==> src/rtl/toggle_decoder.sv <==
// Toggle-encoded serial receiver: recovers bits from a T-flip-flop line, hunts for
// a sync byte, then assembles FRAME_LEN LSB-first bytes behind a valid/ready output.
module toggle_decoder #(
  parameter logic [7:0]  SYNC      = 8'hA5,
  parameter int unsigned FRAME_LEN = 4
) (
  input  logic       clk,
  input  logic       rst,
  input  logic       en,
  input  logic       line,
  output logic [7:0] data,
  output logic       valid,
  input  logic       ready,
  output logic       in_frame,
  output logic       frame_done,
  output logic       overrun
);

  typedef enum logic {
    HUNT = 1'b0,
    DATA = 1'b1
  } state_t;

  localparam logic [7:0] LAST_BYTE = 8'(FRAME_LEN);

  state_t     r_state;
  logic       r_line_q;
  logic [7:0] r_shreg;
  logic [7:0] r_asm;
  logic [2:0] r_bit_cnt;
  logic [7:0] r_byte_cnt;
  logic [7:0] r_byte_p0;
  logic       r_vld_p0;
  logic       r_frame_done;
  logic       r_overrun;

  logic       w_bit;
  logic [7:0] w_shreg_nxt;
  logic [7:0] w_byte;
  logic [7:0] w_byte_cnt_nxt;
  logic       w_accept;
  logic       w_room;

  assign w_bit          = line ^ r_line_q;
  assign w_shreg_nxt    = {w_bit, r_shreg[7:1]};
  assign w_byte         = {w_bit, r_asm[7:1]};
  assign w_byte_cnt_nxt = r_byte_cnt + 8'd1;
  assign w_accept       = r_vld_p0 & ready;
  // The output slot is free if empty or being drained on this very edge.
  assign w_room         = ~r_vld_p0 | ready;

  always_ff @(posedge clk) begin
    if (rst) begin
      r_state      <= HUNT;
      r_line_q     <= 1'b0;
      r_shreg      <= 8'h00;
      r_bit_cnt    <= 3'd0;
      r_byte_cnt   <= 8'd0;
      r_byte_p0    <= 8'h00;
      r_vld_p0     <= 1'b0;
      r_frame_done <= 1'b0;
      r_overrun    <= 1'b0;
    end else begin
      r_frame_done <= 1'b0;
      if (w_accept) begin
        r_vld_p0 <= 1'b0;
      end
      if (en) begin
        r_line_q <= line;
        case (r_state)
          HUNT: begin
            r_shreg <= w_shreg_nxt;
            if (w_shreg_nxt == SYNC) begin
              r_state    <= DATA;
              r_bit_cnt  <= 3'd0;
              r_byte_cnt <= 8'd0;
            end
          end
          DATA: begin
            r_asm     <= w_byte;
            r_bit_cnt <= r_bit_cnt + 3'd1;
            if (r_bit_cnt == 3'd7) begin
              // byte complete: output stage p0 takes it or it is dropped
              if (w_room) begin
                r_byte_p0 <= w_byte;
                r_vld_p0  <= 1'b1;
              end else begin
                r_overrun <= 1'b1;
              end
              r_byte_cnt <= w_byte_cnt_nxt;
              if (w_byte_cnt_nxt == LAST_BYTE) begin
                r_state      <= HUNT;
                r_shreg      <= 8'h00;
                r_frame_done <= 1'b1;
              end
            end
          end
          default: r_state <= HUNT;
        endcase
      end
    end
  end

  assign data       = r_byte_p0;
  assign valid      = r_vld_p0;
  assign in_frame   = (r_state == DATA);
  assign frame_done = r_frame_done;
  assign overrun    = r_overrun;

endmodule

==> config.mk <==
export PLATFORM = sky130hd
export DESIGN_NAME = toggle_decoder
export DESIGN_NICKNAME = d
export VERILOG_FILES = /design/src/rtl/toggle_decoder.sv
export SDC_FILE = /design/constraint.sdc
export NUM_CORES = 1
export LEC_CHECK = 0
export CAP_MARGIN = 10
export CORE_UTILIZATION = 54
export CTS_CLUSTER_DIAMETER = 40
export DETAILED_ROUTE_END_ITERATION = 10
export PLACE_DENSITY = 0.82
export SYNTH_ARGS = -nofsm -noshare
export SYNTH_HDL_FRONTEND = slang
export SYNTH_SLANG_ARGS = --single-unit
==> constraint.sdc <==
create_clock -name clk -period 1.8 [get_ports clk]
set_input_delay 0.36 -clock clk [delete_from_list [all_inputs] [get_ports clk]]
set_output_delay 0.36 -clock clk [all_outputs]
set_load 0.05 [all_outputs]
---- Word level (Yosys, flattened, before mapping) ----
Cells that the tools add are included.
storage, ports and cells
  register bits ........................... 40
  input port bits ......................... 5
  output and inout bits ................... 12
  logic and storage cells ................. 52
cells by class
  add/subtract/negate cells ............... 2
  eq/ne operators ......................... 6
  muxes and demuxes ....................... 18
  bitwise gates (word level) .............. 9
  reductions and logical operators ........ 7
operator list
  cell                                                    count
  2-to-1 mux 8 bit                                        4
  case mux 8 bit (2 select lines)                         2
  2-to-1 mux 1 bit                                        9
  AND reduction 3 bit                                     3
  adder 8 x 1 -> 8 bit (second input constant)            1
  equality test 8 x 3 -> 1 bit (second input constant)    1
  equality test 8 bit (second input constant)             1
  AND reduction 4 bit                                     2
  NOT 1 bit                                               6
  case mux 3 bit (2 select lines)                         1
  inequality test 2 x 1 -> 1 bit (second input constant)  2
  OR reduction 4 bit                                      1
  adder 3 x 1 -> 3 bit (second input constant)            1
  equality test 3 bit (second input constant)             1
  2-to-1 mux 3 bit                                        1
  inequality test 2 bit (second input constant)           1
  case mux 1 bit (2 select lines)                         1
  AND reduction 2 bit                                     1
  bitwise AND 1 bit                                       1
  bitwise OR 1 bit                                        1
  bitwise XOR 1 bit                                       1

---- Longest topological paths before layout ----
Gate-level depths: netlist (run 1).
  word-level depth ........................ 6
  mapped depth ............................ 7
  mapped depth without buffers ............ 6

---- Worst setup path before layout (run 1) ----
OpenSTA, ideal clock, no wires.
  kind .................................... register to register
  start point ............................. register r_state (netlist: in_frame)
  end point ............................... register r_byte_p0[0] (netlist: data[0])
  setup time .............................. 0.128 ns
  arrival time ............................ 1.543 ns
  data required time ...................... 1.672 ns
  setup slack ............................. 0.129 ns
  cell stages (with the launch flop) ...... 6
  buffers on the path ..................... 1
  period minus slack after synthesis ...... 1.671 ns
  path through ............................ dfxtp_1 -> nand2_1 -> nor3b_1 -> buf_2 -> mux2i_1 -> nor2_1
on the way
  longest elaborated chain between the ends .. 1
RTL lines
  element                               RTL line  RTL
  start, declared                       26        state_t r_state;
  start signal, assigned                54        r_state <= HUNT;
  start signal, assigned                74        r_state <= DATA;
  start signal, assigned                92        r_state <= HUNT;
  AND reduction 4 bit (no source line)  n/a
  end signal, assigned                  85        r_byte_p0 <= w_byte;
  end, declared                         32        logic [7:0] r_byte_p0;
No other way between the ends.
A chain may end at the register's enable or synchronous reset.

---- Worst setup path in the final report (run 1) ----
  start point ............................. register r_byte_cnt[1]
  end point ............................... register r_shreg[6]
on the way
  longest elaborated chain between the ends .. 4
RTL lines
  element                                          RTL line  RTL
  start, declared                                  31        logic [7:0] r_byte_cnt;
  start signal, assigned                           90        r_byte_cnt <= w_byte_cnt_nxt;
  adder 8 x 1 -> 8 bit                             47        assign w_byte_cnt_nxt = r_byte_cnt + 8'd1;
  equality test 8 x 3 -> 1 bit                     91        if (w_byte_cnt_nxt == LAST_BYTE) begin
  inequality test 2 x 1 -> 1 bit (no source line)  n/a
  AND reduction 3 bit (no source line)             n/a
  end signal, assigned                             72        r_shreg <= w_shreg_nxt;
  end, declared                                    28        logic [7:0] r_shreg;
No other way between the ends.

==> results_dict.tcl, run 1 <==
set metrics [dict create \
    power.density_mw_per_mm2 715 \
    whs_ps 465 \
    clockBufferDepth 2 \
    r2r_slack_ps 50 \
    place_area_mm2 0.00182 \
    cp_slowest_cell "dfxtp_1" \
    first_global_vias 1209 \
    cp_cell_sequence "ha_1, or3_1, a211oi_2, o21ai_2, a32o_1" \
    fmax_mhz 571 \
    seq_area_frac_synth_pct 52.7 \
    status "complete, no violations" \
    drv_cap 0 \
    synth_edf_count 7 \
    ant_nets 0 \
    clk_pin_slew_ps 100 \
    ys_ff_latch 38 \
    finalHoldViolCount 0 \
    timing.rr.end "r_shreg[6]" \
    cts_buffers 5 \
    synth_most_common_cell "dfxtp_1" \
    grt_pass1_wl_mm 5.33 \
    htreeDepth 2 \
    syn_avg_cell_area_um2 10.0 \
    die_x_um 56.0 \
    critPathCapture "r_shreg[6]" \
    switchingPower_uw 299 \
    drtIter0Drc 33 \
    fin_nets 193 \
    wl_per_cell_um 15.0 \
    async_flop_share_pct 0 \
    period_minus_slack_ps 1750 \
    antenna_found_initial 0 \
    reg2reg_from "r_byte_cnt[1]" \
    syn_inst 157 \
    dpl.hpwl_mm 2.38 \
    rsz0062_at_grt "no" \
    critPathLaunchType "register" \
    ir_drop_uv 702 \
    wl_met1_mm 1.45 \
    crit_required_ps 2040 \
    setup-violations-final 0 \
    wl_met2_mm 1.62 \
    clk_latency_ps 350 \
    core_mm2 0.00276 \
    crit_start "r_byte_cnt[1]" \
    cp_max_fo 9 \
    drv_slew 0 \
    ctsHoldBuffers 0 \
    switching_share_pct 22.3 \
    grtUsageTotal_pct 22.2 \
    slew_headroom_pct 62.5 \
    criticalPathCategory "reg -> reg" \
    p_seq_share_pct 65.0 \
    synth_top_area_share_pct 39.4 \
    drive_gt1_share_pct 19.4 \
    p_leak_nw 0.707 \
    yosys_most_used_dff "dfxtp_1" \
    comb_power_share_pct 4.2 \
    grt_max_degree 23 \
    critPathTopFamily "compound AO/OA/AOI/OAI gates" \
    ys_warn_count 0 \
    die-area_mm2 0.00314 \
    synth_top_cell_by_area "dfxtp_1" \
    synthTopCellsByArea "dfxtp_1, edfxtp_1, mux2i_1, a32o_1, o21ai_0" \
    synth_cell_type_count 37 \
    cts_sinks 38 \
    wirelength_mm 3.25 \
    via_count 1272 \
    synthTopCellsByCount "dfxtp_1, nor2_1, nand2_1, o21ai_0" \
    syn_area_mm2 0.00158 \
    highest_layer "met4" \
    crit_cells 5 \
    worst-path-buf-inv 0 \
    area_growth_syn_to_layout_pct 19.0 \
    place.port_buffers 16 \
    route.met3.wl_um 104 \
    cts-root-buf "clkbuf_4" \
    viasPerCell 5.86 \
    intPower_mw 1.04 \
    seqCellArea_um2 831 \
    hp-class "reg -> reg" \
    fin_worst_skew_ps 12.6 \
    pwr-share-clk_pct 30.8 \
    rows 19 \
    post-route-period-util_pct 97.3 \
    crit_path_max_incr_delay_ps 370 \
    cts_tree "built" \
    grt_overflow_total 0 \
    arrival_ps 1990 \
    drt_first_pass_iters 7 \
    io_pins 17 \
    route.detailed.drc 0 \
    synth_fp_nets 165 \
    multi_input_area_um2 694 \
    num-fill-cells 235 \
    final_util_pct 68.0 \
    gp_congestion 0.889 \
    tightest_slew_ps 555 \
    fin_area_mm2 0.00187 \
    dieHeight_um 56.0 \
    insertedDiodeCount 0 \
    initial_core_util_pct 57.1 \
    end_kind "register" \
    rr_worst_depth 5 \
]
==> per-layer routing <==
metal / vias to the layer above / track usage (%)
met5: - / 0
met4: 0 / 14.3
met2: 24 / 36.6
met1: 603 / 25.5
li1: 635 / -
met3: 10 / 5.35
==> state kept, by name (all words and copies together) (netlist names) <==
signal,cells
frame_done,1
r_line_q,1
r_byte_cnt,8
r_shreg,7
data,8
valid,1
in_frame,1
r_asm,7
r_bit_cnt,3
overrun,1
==> power groups by stage <==
stage	clock [mW]	sequential [mW]	combinational [mW]
floorplan	0	0.889	0.0274
global placement	0	0.890	0.0533
detailed placement	0	0.890	0.0559
CTS	0.423	0.871	0.0561
global route	0.454	0.872	0.0608
finish	0.413	0.871	0.0567
==> worst reg2reg max path: stages, from the launching register on <==
cell and delay [ps]:
dfxtp_1 370, ha_1 200, or3_1 340, a211oi_2 270, o21ai_2 170, a32o_1 290
==> layout make-up <==
type	instances	share of cell area [%]
inverter	4	0.801
multi-input combinational	108	37.0
clock inverter	2	0.467
tap	31	2.07
sequential	38	44.3
timing repair buffer	28	13.1
clock buffer	6	2.20
==> placed cells by master, fill, tap and decap left out, types with 2 or more instances in the layout <==
cell             instances
nand2_1                 13
dfxtp_1                 31
nor2_1                  16
a31oi_1                  8
clkdlybuf4s50_1          4
inv_1                    4
a21oi_1                  9
clkbuf_4                 5
a32o_1                   7
o21ai_0                 13
nand3b_1                 2
or3_1                    2
nand4_1                  2
mux2i_1                  9
buf_4                   22
nand3_1                  4
ha_1                     3
nor2b_1                  3
buf_12                   2
edfxtp_1                 7
==> repair_timing <==
action	CTS	global route
endpoints found under the hold margin	0	0
gates resized for setup	0	1
buffers inserted	0	0
setup endpoints to repair	0	5
==> metrics by stage <==
step	setup WS, ps	TNS (ps)	power, mW	cells
after floorplan	129	0	0.916	157
final	48.4	0	1.34	217
after detailed placement	-233	-2740	0.946	209
after CTS	80.3	0	1.35	217
after global placement	-102	-1150	0.943	209
after global routing	8.70	0	1.39	217
==> how the worst min path moves through the flow <==
stage,from,endpoint,slack (ps),depth (start not counted)
CTS,r_asm[3],r_asm[2],470,0
detailed placement,r_asm[3],r_asm[2],440,0
global route,r_asm[3],r_asm[2],470,0
finish,r_asm[4],r_asm[3],460,0
floorplan,r_asm[2],r_asm[1],430,0
global placement,r_asm[4],r_asm[3],430,0
==> kinds of logic (layout without fill, tap and decap cells) <==
kind of cell / Yosys count / count (layout) / share of synthesized area, %
adder cells (fa/ha/maj): 3 / 3 / 2.38
flip-flops: 38 / 38 / 52.7
buffers and inverters: 11 / 40 / 3.49
AND/OR/NAND/NOR: 53 / 53 / 17.2
multiplexers: 9 / 9 / 5.72
XOR/XNOR: 1 / 1 / 0.556
AO/OA/AOI/OAI: 42 / 42 / 17.9
Power figures use the tool's default switching activity.
==> inputs of run 2 (changes only) <==
--- a/config.mk
+++ b/config.mk
@@ -10,6 +10,7 @@
 export CTS_CLUSTER_DIAMETER = 40
 export DETAILED_ROUTE_END_ITERATION = 10
 export PLACE_DENSITY = 0.82
+export SKIP_LAST_GASP = 1
 export SYNTH_ARGS = -nofsm -noshare
 export SYNTH_HDL_FRONTEND = slang
 export SYNTH_SLANG_ARGS = --single-unit
==> results of run 2 <==
Final layout, timing and power as in run 1 (identical DEF).
==> RTL edit: new RTL, config.mk and constraints of run 2 <==
Register the output `overrun` once more; this adds one clock of latency there. The other outputs are not delayed to match.
--- a/src/rtl/toggle_decoder.sv
+++ b/src/rtl/toggle_decoder.sv
@@ -106,5 +106,7 @@
   assign in_frame   = (r_state == DATA);
   assign frame_done = r_frame_done;
-  assign overrun    = r_overrun;
+  always_ff @(posedge clk) begin
+    overrun <= r_overrun;
+  end
 
 endmodule
Behaviour: no difference found for any inputs over 10 cycles, from zero or initial values and one cycle with rst high; that may be too few to reach the edited logic, so the function may still have changed.
==> RTL edit against run 2 <==
Sequential power is 2.5% higher; total power is 2.5% higher; combinational power about the same; critical path type unchanged; first-iteration DRC count rose by 39%; worst setup slack improved by 50 ps; routed wire length up 4.4%; count of clock-buffer cells in the layout down 1; die area rose by 1.2%; maximum frequency rose by 2.9%; sequential cell count increased by 1; design area increased by 2.7%; synthesized area up 1.3%; cell count up 2.3%; largest power group unchanged.
==> RTL edit: results (changes against run 2) <==
Hold Crit Start - r_overrun
Origin of the critical flop-to-flop path - r_byte_cnt[0]
Seq/Total Area, Yosys - 0.533 (+0.00593)
Run status - finished clean
Vias/cell - 5.88 (+0.36%)
DRT Pass-1 Iters - 4 (-3)
Vias in the first global route - 1255 (+3.8%)
Synth top cells by count - dfxtp_1 (32), nor2_1 (16), nand2_1 (13), o21ai_0 (13)
Iteration-0 DRC Markers - 46 (+39%)
Ratio of cells with drive above 1 in the final layout - 0.209 (+0.0159)
Routed WL per cell - 15.3 um (+2.0%)
Largest net degree at the start of global routing - 15 (-35%)
Reg-to-reg slack, setup - 100 ps (+50 ps)
Worst r2r dst - r_shreg[5]
Area contributors post-synth - dfxtp_1 (40%), edfxtp_1 (13%), mux2i_1 (5.6%)
FILL cells - 229 (-2.6%)
Arrival @ worst endpoint - 1950 ps (-40 ps)
NumNets Final - 198 (+2.6%)
Measured slew at the worst slew-check pin - 483 ps (-71.1 ps)
Gpl congestion - 0.838 (-5.7%)
Post-DP HPWL - 2.49 mm (+4.5%)
Global-route wire length before repair - 5.73 mm (+7.4%)
LEAKAGE - 0.727 nW (+2.9%)
Hold_ws - 361 ps (-104 ps)
Clock Skews - 7.52 ps (-5.08 ps)
WL met1 - 1.44 mm (about the same)
Total track usage - 0.239 (+0.0172)
==> RTL edit: cells by family after synthesis <==
logic type / count (synthesis) / share of synthesized area
fa+ha+maj: 3 / 0.0235
flops: 39 / 0.533
mux: 9 / 0.0565
compound gates: 42 / 0.176
xor+xnor: 1 / 0.00549
simple gates: 53 / 0.170
buf+inv: 11 / 0.0345
==> RTL edit: layout make-up <==
| type | instances | area, sq um | share of cell area |
|---|---|---|---|
| Clock inverter | 3 | 15.0 | 0.00780 |
| Multi-Input combinational cell | 108 | 703 | 0.365 |
| Tap cell | 31 | 38.8 | 0.0201 |
| Inverter | 4 | 15.0 | 0.00780 |
| Timing Repair Buffer | 32 | 264 | 0.137 |
| Sequential cell | 39 | 852 | 0.442 |
| Clock buffer | 5 | 37.5 | 0.0195 |
==> RTL edit: stage by stage <==
step                      setup WS (ps)  power [mW]
final                              98.4        1.37
after global routing               13.2        1.42
after CTS                          85.5        1.38
after detailed placement           -199       0.967
after global placement             -193       0.965
after floorplan                     129       0.939
==> RTL edit: what timing repair did <==
action,in CTS,in global routing
gates resized for setup,1,3
endpoints found under the setup margin,1,10
cloned,0,0
pin swaps,0,0
buffers inserted,0,0
==> RTL edit: power by group <==
group / internal [mW] / total (mW) / switching [mW] / leakage (nW)
clock network: 0.143 / 0.425 / 0.282 / 0.0263
registers: 0.889 / 0.893 / 0.00329 / 0.322
logic: 0.0268 / 0.0569 / 0.0302 / 0.379
total: 1.06 / 1.37 / 0.315 / 0.727
==> RTL edit: worst max-delay path by stage <==
stage | start | end | slack (ps) | cells after the start
finish | r_byte_cnt[0] | r_shreg[5] | 100 | 5
global placement | en | r_byte_cnt[3] | -190 | 5
detailed placement | en | r_byte_cnt[5] | -200 | 5
global route | r_bit_cnt[0] | r_byte_cnt[7] | 10 | 7
CTS | r_bit_cnt[0] | r_shreg[5] | 90 | 6
floorplan | in_frame | data[0] | 130 | 5
==> RTL edit: metal layers <==
layer  vias to the layer above  track usage
met3                         6       0.0691
met4                         0       0.0836
li1                        645            -
met1                       631        0.285
met2                        24        0.410
met5                         -            0
